File: src/rtl/alu_pkg.sv
// Shared opcode constants and controller state encoding for the shared ALU and its scheduler.
package alu_pkg;

  localparam int unsigned ALU_OP_W = 4;

  localparam logic [ALU_OP_W-1:0] OP_ADD = 4'b0000;
  localparam logic [ALU_OP_W-1:0] OP_SUB = 4'b0001;

  typedef enum logic [1:0] {
    ST_IDLE = 2'b00,
    ST_EXEC = 2'b01,
    ST_RESP = 2'b10
  } share_state_e;

  function automatic logic op_supported(input logic [ALU_OP_W-1:0] op);
    return (op == OP_ADD) || (op == OP_SUB);
  endfunction

endpackage

File: src/rtl/alu_share_ctrl_if.sv
// One client channel of the shared-ALU scheduler: request handshake plus response handshake.
interface alu_share_ctrl_if #(
  parameter int unsigned WIDTH = 32
);
  import alu_pkg::*;

  logic                req_valid;
  logic                req_ready;
  logic [WIDTH-1:0]    req_a;
  logic [WIDTH-1:0]    req_b;
  logic [ALU_OP_W-1:0] req_op;
  logic                rsp_valid;
  logic                rsp_ready;
  logic [WIDTH-1:0]    rsp_result;
  logic                rsp_zero;
  logic                rsp_err;

  modport master (
    output req_valid, req_a, req_b, req_op, rsp_ready,
    input  req_ready, rsp_valid, rsp_result, rsp_zero, rsp_err
  );

  modport slave (
    input  req_valid, req_a, req_b, req_op, rsp_ready,
    output req_ready, rsp_valid, rsp_result, rsp_zero, rsp_err
  );

endinterface

File: src/rtl/alu_share_ctrl_rr_arbiter2.sv
// Two-way round-robin arbiter; last_grant advances only when the caller signals a transfer.
module rr_arbiter2 (
  input  logic       clk,
  input  logic       rst,
  input  logic [1:0] req,
  input  logic       update,
  output logic [1:0] gnt_c
);

  logic last_grant;

  // Reset to 1 so requester 0 takes the first tie.
  always_ff @(posedge clk) begin
    if (rst) begin
      last_grant <= 1'b1;
    end else if (update) begin
      last_grant <= gnt_c[1];
    end
  end

  always_comb begin
    gnt_c = req;
    if (req == 2'b11) begin
      gnt_c = last_grant ? 2'b01 : 2'b10;
    end
  end

endmodule

File: src/rtl/alu_share_ctrl.sv
// Schedules two clients onto one combinational ALU: accept, execute for one cycle, hold response.
module alu_share_ctrl
  import alu_pkg::*;
#(
  parameter int unsigned WIDTH = 32
) (
  input  logic                clk,
  input  logic                rst,
  alu_share_ctrl_if.slave     port0,
  alu_share_ctrl_if.slave     port1,
  output logic [WIDTH-1:0]    alu_operand_a,
  output logic [WIDTH-1:0]    alu_operand_b,
  output logic [ALU_OP_W-1:0] alu_op,
  input  logic [WIDTH-1:0]    alu_result,
  input  logic                alu_zero
);

  share_state_e state, state_nxt;

  logic [1:0]            req_vec, rsp_rdy, gnt_c, rdy_c;
  logic                  xfer_c;
  logic                  gidx;
  logic                  unsup_q;
  logic [1:0][WIDTH-1:0] res_q;
  logic [1:0]            zero_q, err_q, rsp_valid_q;
  logic [WIDTH-1:0]      win_a, win_b;
  logic [ALU_OP_W-1:0]   win_op;

  assign req_vec = {port1.req_valid, port0.req_valid};
  assign rsp_rdy = {port1.rsp_ready, port0.rsp_ready};
  assign win_a   = gnt_c[1] ? port1.req_a  : port0.req_a;
  assign win_b   = gnt_c[1] ? port1.req_b  : port0.req_b;
  assign win_op  = gnt_c[1] ? port1.req_op : port0.req_op;

  rr_arbiter2 u_arb (
    .clk    (clk),
    .rst    (rst),
    .req    (req_vec),
    .update (xfer_c),
    .gnt_c  (gnt_c)
  );

  always_ff @(posedge clk) begin
    if (rst) state <= ST_IDLE;
    else     state <= state_nxt;
  end

  always_comb begin
    state_nxt = state;
    rdy_c     = 2'b00;
    xfer_c    = 1'b0;
    case (state)
      ST_IDLE: begin
        if (!rst) rdy_c = gnt_c;
        xfer_c = |(rdy_c & req_vec);
        if (xfer_c) state_nxt = ST_EXEC;
      end
      ST_EXEC: state_nxt = ST_RESP;
      ST_RESP: if (rsp_rdy[gidx]) state_nxt = ST_IDLE;
      default: state_nxt = ST_IDLE;
    endcase
  end

  // ALU inputs are loaded only for the single EXEC cycle of a supported op, else 0/0/ADD.
  always_ff @(posedge clk) begin
    if (rst) begin
      alu_operand_a <= '0;
      alu_operand_b <= '0;
      alu_op        <= OP_ADD;
      gidx          <= 1'b0;
      unsup_q       <= 1'b0;
      res_q         <= '0;
      zero_q        <= 2'b00;
      err_q         <= 2'b00;
      rsp_valid_q   <= 2'b00;
    end else begin
      alu_operand_a <= '0;
      alu_operand_b <= '0;
      alu_op        <= OP_ADD;
      if (xfer_c) begin
        gidx    <= gnt_c[1];
        unsup_q <= !op_supported(win_op);
        if (op_supported(win_op)) begin
          alu_operand_a <= win_a;
          alu_operand_b <= win_b;
          alu_op        <= win_op;
        end
      end
      if (state == ST_EXEC) begin
        res_q[gidx]       <= unsup_q ? '0 : alu_result;
        zero_q[gidx]      <= !unsup_q && alu_zero;
        err_q[gidx]       <= unsup_q;
        rsp_valid_q[gidx] <= 1'b1;
      end
      if ((state == ST_RESP) && rsp_rdy[gidx]) begin
        rsp_valid_q[gidx] <= 1'b0;
      end
    end
  end

  assign port0.req_ready  = rdy_c[0];
  assign port1.req_ready  = rdy_c[1];
  assign port0.rsp_valid  = rsp_valid_q[0];
  assign port1.rsp_valid  = rsp_valid_q[1];
  assign port0.rsp_result = res_q[0];
  assign port1.rsp_result = res_q[1];
  assign port0.rsp_zero   = zero_q[0];
  assign port1.rsp_zero   = zero_q[1];
  assign port0.rsp_err    = err_q[0];
  assign port1.rsp_err    = err_q[1];

endmodule

File: src/flat_wrapper.sv
// flat-port wrapper written by rule: the top's interface ports become plain ports
module alu_share_ctrl_flat import alu_pkg::*;
#(
  parameter int unsigned WIDTH = 32
)
  (clk, rst, alu_operand_a, alu_operand_b, alu_op, alu_result, alu_zero, port0_req_valid, port0_req_a, port0_req_b, port0_req_op, port0_rsp_ready, port0_req_ready, port0_rsp_valid, port0_rsp_result, port0_rsp_zero, port0_rsp_err, port1_req_valid, port1_req_a, port1_req_b, port1_req_op, port1_rsp_ready, port1_req_ready, port1_rsp_valid, port1_rsp_result, port1_rsp_zero, port1_rsp_err);
  alu_share_ctrl_if #(.WIDTH(WIDTH)) port0_i ();
  alu_share_ctrl_if #(.WIDTH(WIDTH)) port1_i ();
  input  logic clk;
  input  logic rst;
  output logic [WIDTH-1:0] alu_operand_a;
  output logic [WIDTH-1:0] alu_operand_b;
  output logic [ALU_OP_W-1:0] alu_op;
  input  logic [WIDTH-1:0] alu_result;
  input  logic alu_zero;
  input wire logic [$bits(port0_i.req_valid)-1:0] port0_req_valid;
  input wire logic [$bits(port0_i.req_a)-1:0] port0_req_a;
  input wire logic [$bits(port0_i.req_b)-1:0] port0_req_b;
  input wire logic [$bits(port0_i.req_op)-1:0] port0_req_op;
  input wire logic [$bits(port0_i.rsp_ready)-1:0] port0_rsp_ready;
  output wire logic [$bits(port0_i.req_ready)-1:0] port0_req_ready;
  output wire logic [$bits(port0_i.rsp_valid)-1:0] port0_rsp_valid;
  output wire logic [$bits(port0_i.rsp_result)-1:0] port0_rsp_result;
  output wire logic [$bits(port0_i.rsp_zero)-1:0] port0_rsp_zero;
  output wire logic [$bits(port0_i.rsp_err)-1:0] port0_rsp_err;
  input wire logic [$bits(port1_i.req_valid)-1:0] port1_req_valid;
  input wire logic [$bits(port1_i.req_a)-1:0] port1_req_a;
  input wire logic [$bits(port1_i.req_b)-1:0] port1_req_b;
  input wire logic [$bits(port1_i.req_op)-1:0] port1_req_op;
  input wire logic [$bits(port1_i.rsp_ready)-1:0] port1_rsp_ready;
  output wire logic [$bits(port1_i.req_ready)-1:0] port1_req_ready;
  output wire logic [$bits(port1_i.rsp_valid)-1:0] port1_rsp_valid;
  output wire logic [$bits(port1_i.rsp_result)-1:0] port1_rsp_result;
  output wire logic [$bits(port1_i.rsp_zero)-1:0] port1_rsp_zero;
  output wire logic [$bits(port1_i.rsp_err)-1:0] port1_rsp_err;
  assign port0_i.req_valid = port0_req_valid;
  assign port0_i.req_a = port0_req_a;
  assign port0_i.req_b = port0_req_b;
  assign port0_i.req_op = port0_req_op;
  assign port0_i.rsp_ready = port0_rsp_ready;
  assign port0_req_ready = port0_i.req_ready;
  assign port0_rsp_valid = port0_i.rsp_valid;
  assign port0_rsp_result = port0_i.rsp_result;
  assign port0_rsp_zero = port0_i.rsp_zero;
  assign port0_rsp_err = port0_i.rsp_err;
  assign port1_i.req_valid = port1_req_valid;
  assign port1_i.req_a = port1_req_a;
  assign port1_i.req_b = port1_req_b;
  assign port1_i.req_op = port1_req_op;
  assign port1_i.rsp_ready = port1_rsp_ready;
  assign port1_req_ready = port1_i.req_ready;
  assign port1_rsp_valid = port1_i.rsp_valid;
  assign port1_rsp_result = port1_i.rsp_result;
  assign port1_rsp_zero = port1_i.rsp_zero;
  assign port1_rsp_err = port1_i.rsp_err;
  alu_share_ctrl #(.WIDTH(WIDTH)) u_core (.clk(clk), .rst(rst), .port0(port0_i), .port1(port1_i), .alu_operand_a(alu_operand_a), .alu_operand_b(alu_operand_b), .alu_op(alu_op), .alu_result(alu_result), .alu_zero(alu_zero));
endmodule
File: config.mk
export PLATFORM = sky130hd
export DESIGN_NAME = alu_share_ctrl_flat
export DESIGN_NICKNAME = d
export VERILOG_FILES = /design/src/rtl/alu_pkg.sv /design/src/rtl/alu_share_ctrl_if.sv /design/src/rtl/alu_share_ctrl_rr_arbiter2.sv /design/src/rtl/alu_share_ctrl.sv /design/src/flat_wrapper.sv
export SDC_FILE = /design/constraint.sdc
export NUM_CORES = 1
export LEC_CHECK = 0
export CAP_MARGIN = 40
export CELL_PAD_IN_SITES_DETAIL_PLACEMENT = 0
export CELL_PAD_IN_SITES_GLOBAL_PLACEMENT = 2
export CORE_ASPECT_RATIO = 1.1
export CORE_MARGIN = 2
export CORE_UTILIZATION = 20
export CTS_CLUSTER_DIAMETER = 200
export DETAILED_ROUTE_END_ITERATION = 12
export PLACE_DENSITY = 0.88
export SYNTH_ARGS = -nofsm -noshare
export SYNTH_HDL_FRONTEND = slang
export SYNTH_SLANG_ARGS = --single-unit
File: constraint.sdc
create_clock -name clk -period 1.6 [get_ports clk]
set_input_delay 0.24 -clock clk [delete_from_list [all_inputs] [get_ports clk]]
set_output_delay 0.24 -clock clk [all_outputs]
set_load 0.05 [all_outputs]
## Word level (Yosys, flattened, before mapping)

Index checks and enable logic that the tools add are counted.

| storage, ports and cells | value |
|---|---|
| output and inout bits | 140 |
| word-level logic and storage cells | 62 |
| register bits after elaboration | 143 |

| operators by class | value |
|---|---|
| $lt $le $gt $ge | 2 |
| reduce and logical (&&, ||, !) cells | 11 |
| equal/unequal tests | 6 |
| mux-type cells | 25 |
| bitwise operators | 6 |

Operators with widths:

| cell | number |
|---|---|
| 32-bit two-way mux | 4 |
| 64-bit bitwise mux | 1 |
| 32-bit demux with 1-bit select | 1 |
| 2-bit two-way mux | 10 |
| 2-bit one-hot mux with 3 select lines | 1 |
| 2-bit AND | 2 |
| 2-bit bitwise mux | 2 |
| 2-bit == test, second input constant | 2 |
| 4-bit by 1-bit == test with 1-bit output, second input constant | 1 |
| 4-bit logical NOT | 1 |
| 1-bit two-way mux | 4 |
| 4-bit two-way mux | 1 |
| 2-bit by 1-bit != test with 1-bit output, second input constant | 2 |
| 1-bit logical AND | 3 |
| 3-bit OR reduction | 1 |
| 2-bit by 1-bit == test with 1-bit output, second input constant | 1 |
| 1-bit logical NOT | 2 |
| 2-bit logical NOT | 1 |
| 1-bit by 2-bit less-than comparator with 1-bit output, second input constant | 1 |
| 1-bit inverter | 2 |
| 2-bit inverter | 1 |
| 2-bit bitwise OR | 1 |
| 2-bit AND reduction | 1 |
| 2-bit OR reduction | 1 |
| 3 further kinds | 3 |

## Longest topological paths before layout

| depth | value |
|---|---|
| depth after elaboration | 9 |
| mapped depth | 6 |
| gate-level depth less buffers | 3 |

## Modules after synthesis

From an unflattened synthesis, not the netlist that was laid out.

| unflattened totals | value |
|---|---|
| cells, all modules | 588 |
| area total of the unflattened synthesis | 5366.4 um^2 |

By module, submodules not included:

| module | area each (um^2) | cells each | instances |
|---|---|---|---|
| alu_share_ctrl | 5312.6 | 582 | 1 |
| rr_arbiter2 | 53.8 | 6 | 1 |

## Worst setup path before layout

No wires, ideal clock.

| timing | value |
|---|---|
| path type | register -> output |
| start | register u_core.u_arb.last_grant |
| end | output port port1_req_ready |
| path buffers | 2 |
| data required time | 1360 ps |
| arrival time | 1248 ps |
| cell stages (with the launch flop) | 5 |
| setup slack | 112 ps |
| cells stage by stage | dfxtp_1 > a21boi_2 > buf_4 > buf_4 > and2_1 |

| between the ends | value |
|---|---|
| cells in the longest elaborated chain, start to end | 5 |

RTL lines:

| element | RTL line | text |
|---|---|---|
| start, declared | alu_share_ctrl_rr_arbiter2.sv:10 | `logic last_grant;` |
| start signal, assigned | alu_share_ctrl_rr_arbiter2.sv:17 | `last_grant <= gnt_c[1];` |
| 2-bit two-way mux | alu_share_ctrl_rr_arbiter2.sv:24 | `gnt_c = last_grant ? 2'b01 : 2'b10;` |
| 2-bit two-way mux | alu_share_ctrl_rr_arbiter2.sv:23 | `if (req == 2'b11) begin` |
| 2-bit two-way mux | alu_share_ctrl.sv:54 | `if (!rst) rdy_c = gnt_c;` |
| 2-bit two-way mux (2 in series) | alu_share_ctrl.sv:52 | `case (state)` |
| end, declared | flat_wrapper.sv:31 | `output wire logic [$bits(port1_i.req_ready)-1:0] port1_req_ready;` |

No other way between the ends. The select of a mux whose other input is x is not followed.

## Worst setup path in the final report

| timing | value |
|---|---|
| start | input port port1_req_valid |
| end | output port port1_req_ready |

| between the ends | value |
|---|---|
| cells in the longest elaborated chain, start to end | 5 |

RTL lines:

| element | RTL line | text |
|---|---|---|
| start, declared | flat_wrapper.sv:26 | `input wire logic [$bits(port1_i.req_valid)-1:0] port1_req_valid;` |
| 2-bit == test | alu_share_ctrl_rr_arbiter2.sv:23 |  |
| 2-bit two-way mux * | alu_share_ctrl_rr_arbiter2.sv:23 |  |
| 2-bit two-way mux * | alu_share_ctrl.sv:54 |  |
| 2-bit two-way mux * (2 in series) | alu_share_ctrl.sv:52 |  |

Every way passes the cells marked *; elsewhere a longest branch is shown, timed or not. The select of a mux whose other input is x is not followed.

==> key figures <==
Clocking
  • Root Buffer Master: clkbuf_16
  • Cts hold-fix bufs: 0
  • CTS Buf Count: 17
  • CTS sink cnt: 143
  • CTS tree: built
  • Clock tree buffer depth: 2
  • Reg clk slew, reported paths: 0.07 ns
  • CTS H-tree depth: 4
  • Clock latency on the worst-skew pair: 0.41 ns

Die
  • Placeable Area: 27,630 µm²
  • Ports: 315
  • Die height: 179.2 µm
  • Die area: 29,240 µm²
  • Initial Util: 0.2019
  • DIE WIDTH: 163.2 µm
  • FP Rows: 64

Detailed routing
  • Pre-antenna DRT Iters: 7
  • Vias per Instance: 4.325
  • Drt wl/cell: 15.42 µm
  • DRC: 0
  • Routed WL: 21.22 mm
  • Antenna-violating nets left: 0
  • DR vias: 5,951
  • Iter 0 DRT Violations: 295

Timing
  • Slew Limit Fails: 0
  • Final critical-path required period: 1.570 ns
  • Max Freq: 637.0 MHz
  • Setup TNS: 0 ns
  • RSZ-0062 raised after global routing: yes
  • Setup Skew: 0.01053 ns
  • Fin crit share: 0.9811
  • Final Setup Violations: 0
  • Final hold violations: 0
  • Hold slack: 0.3392 ns
  • Setup slack after layout: 0.03026 ns

Pwr
  • Reg power frac: 0.378
  • Clock power share: 0.436
  • Switching pwr: 2.713 mW
  • Leak pwr: 3.687 nW
  • P_int: 7.171 mW
  • Switching power share of the total: 0.2745
  • Cell Pwr Density: 1018 nW/µm²
  • Peak supply drop: 552.7 µV
  • Logic pwr share: 0.186

Worst setup path
  • Critical-path cell list: clkdlybuf4s50_1 -> a21boi_4 -> and2_4 -> buf_12
  • Startpoint Class: input pin
  • Bufs and invs on worst path: 2
  • Critical path's top delay family: buffers and inverters
  • Max Fanout on Critical Path: 4
  • Worst path max stage delay: 0.52 ns
  • Crit path DAT: 1.33 ns
  • Worst path slowest cell: clkdlybuf4s50_1
  • FF-to-FF setup slack: 0.21 ns
  • CP Class: input pin to output port
  • Setup crit end kind: output port
  • Crit path required time: 1.36 ns

Placed design
  • Dpl ws: -0.1072 ns
  • DP Cell Count: 1,341
  • DP HPWL: 14.82 mm
  • Global placement routability congestion: 0.7906
  • IO buf count: 314

Synthesis
  • Synth Instances: 680
  • Synth warn: 0
  • Top post-synthesis cells by area: dfxtp_1, a21oi_1, nand3_1
  • Yosys top cell area share: 0.5132
  • Yosys reg bits: 143
  • Leading area contributor after synthesis: dfxtp_1
  • Syn Std Cell Area: 5578 µm²
  • Post-synthesis average cell area: 8.203 µm²
  • Post-synthesis sequential area ratio: 0.5132
  • Netlist cell types: 34

Global routing
  • Gr usage total: 0.1406
  • Vias in the first global route: 5,852
  • GRT overflow: 0
  • Initial antenna violation count: 1
  • First-pass GRT wire length: 32.14 mm
  • Largest net degree at the start of global routing: 74

Cells and area
  • Final core occ: 0.3515
  • NumNets Final: 1,175
  • Layout cells sized above 1: 0.2362
  • Cell Count, Final, Fillers Out: 1,376
  • Layout area overhead: 74.09%

Job
  • Max Cap Viol: 0

Min path
  • Worst hold path class: input pin to flip-flop

Outcome
  • Status: finished clean
[cells in the final DEF, fill, tap and decap left out, drive strengths merged]
master / n
and2: 1
a22oi: 1
clkinv: 3
clkbuf: 19
a21oi: 137
o31ai: 1
conb: 3
a41o: 1
nand2b: 3
diode: 1
buf: 189
nand3b: 2
dfxtp: 143
nand2: 142
o311ai: 1
a21bo: 1
or3b: 2
a21boi: 1
a211oi: 1
bufinv: 4
clkdlybuf4s50: 173
nor2: 2
and3b: 1
nor3b: 1
and3: 1
nor3: 3
clkinvlp: 2
inv: 7
o2111ai: 1
nor2b: 34
nand3: 130
o21ai: 1
or2: 1
[tightest hold or removal path: cells and delay by family]
| kind | cells | cell delay, ns |
|---|---|---|
| AO/OA/AOI/OAI | 1 | 0.14 |
| buffers and inverters | 2 | 0.34 |
[cell usage after synthesis]
cell	number
dfxtp_1	143
nand2_1	142
a21oi_1	130
nand3_1	130
nor2b_1	34
buf_2	22
clkbuf_1	22
buf_6	10
buf_4	8
a21oi_2	7
inv_1	3
nand2b_1	3
nor3_2	3
nor2_1	2
or3b_1	2
a211oi_1	1
a21bo_2	1
a21boi_2	1
a22oi_1	1
a41o_1	1
and2_1	1
and3_1	1
and3b_1	1
clkbuf_4	1
conb_1	1
inv_2	1
nand3b_1	1
nand3b_2	1
nor3b_4	1
o2111ai_1	1
o21ai_0	1
o311ai_1	1
o31ai_1	1
or2_1	1
[per-stage QoR]
step                instance area (µm²)  power [mW]
floorplan                          5585       4.720
global placement                   9040       5.651
detailed placement                 9040       5.651
CTS                                9708       10.06
global route                       9708       10.33
finish                             9711       9.884
[logic make-up after synthesis]
| logic type | count (synthesis) | share of synthesized area |
|---|---|---|
| flip-flops | 143 | 0.5132 |
| buffers and inverters | 67 | 0.06954 |
| other | 1 | 0.0006723 |
| AO/OA/AOI/OAI | 146 | 0.1413 |
| AND/OR/NAND/NOR | 323 | 0.2752 |
[cell type report]
type / count / area, µm²
antenna: 1 / 2.502
inverter: 4 / 15.01
fill: 2931 / 17920
tap: 363 / 454.2
sequential: 143 / 2868
clock buffer: 19 / 442.9
clock inverter: 12 / 183.9
timing repair buffer: 362 / 3373
multi-input combinational: 472 / 2371
[power groups by stage]
stage	clock network [mW]	registers, mW	logic, mW
2_1_floorplan	0	4.14	0.575
5_1_grt	4.61	3.75	1.97
3_5_place_dp	0	3.82	1.83
4_1_cts	4.46	3.74	1.86
3_3_place_gp	0	3.82	1.84
6_report	4.31	3.74	1.84
[layer usage]
metal  global-route usage  routed length (µm)
met1               0.1612                8626
met2               0.2407               10050
met3              0.05829                2249
met4              0.03761                 286
met5                    0                   0
[timing repair]
action,4_1_cts,5_1_grt
gates resized for setup,6,0
pin swaps,2,0
setup buffers,3,0
endpoints found under the setup margin,2,2
[path summary, 6_finish.rpt]
kind / depth (start not counted) / start / to
worst max-delay path: 4 / port1_req_valid / port1_req_ready
worst min-delay path: 3 / rst / u_core.port1.rsp_result[25]$_SDFFE_PP0P_
worst max register to register: 5 / u_core.state[0]$_SDFFE_PP0P_ / u_core.err_q[0]$_SDFFE_PP0P_
worst min register to register: 2 / u_core.port1.rsp_result[19]$_SDFFE_PP0P_ / u_core.port1.rsp_result[19]$_SDFFE_PP0P_
[sequential cells by signal, indices dropped and copies added, names as in the netlist, named ones only]
name	cells
u_core.alu_op	4
u_core.alu_operand_a	32
u_core.alu_operand_b	32
u_core.err_q	2
u_core.gidx	1
u_core.port0.rsp_result	32
u_core.port1.rsp_result	32
u_core.state	2
u_core.u_arb.last_grant	1
u_core.unsup_q	1
u_core.zero_q	2
Note: power is estimated with default switching activity, not from simulation.
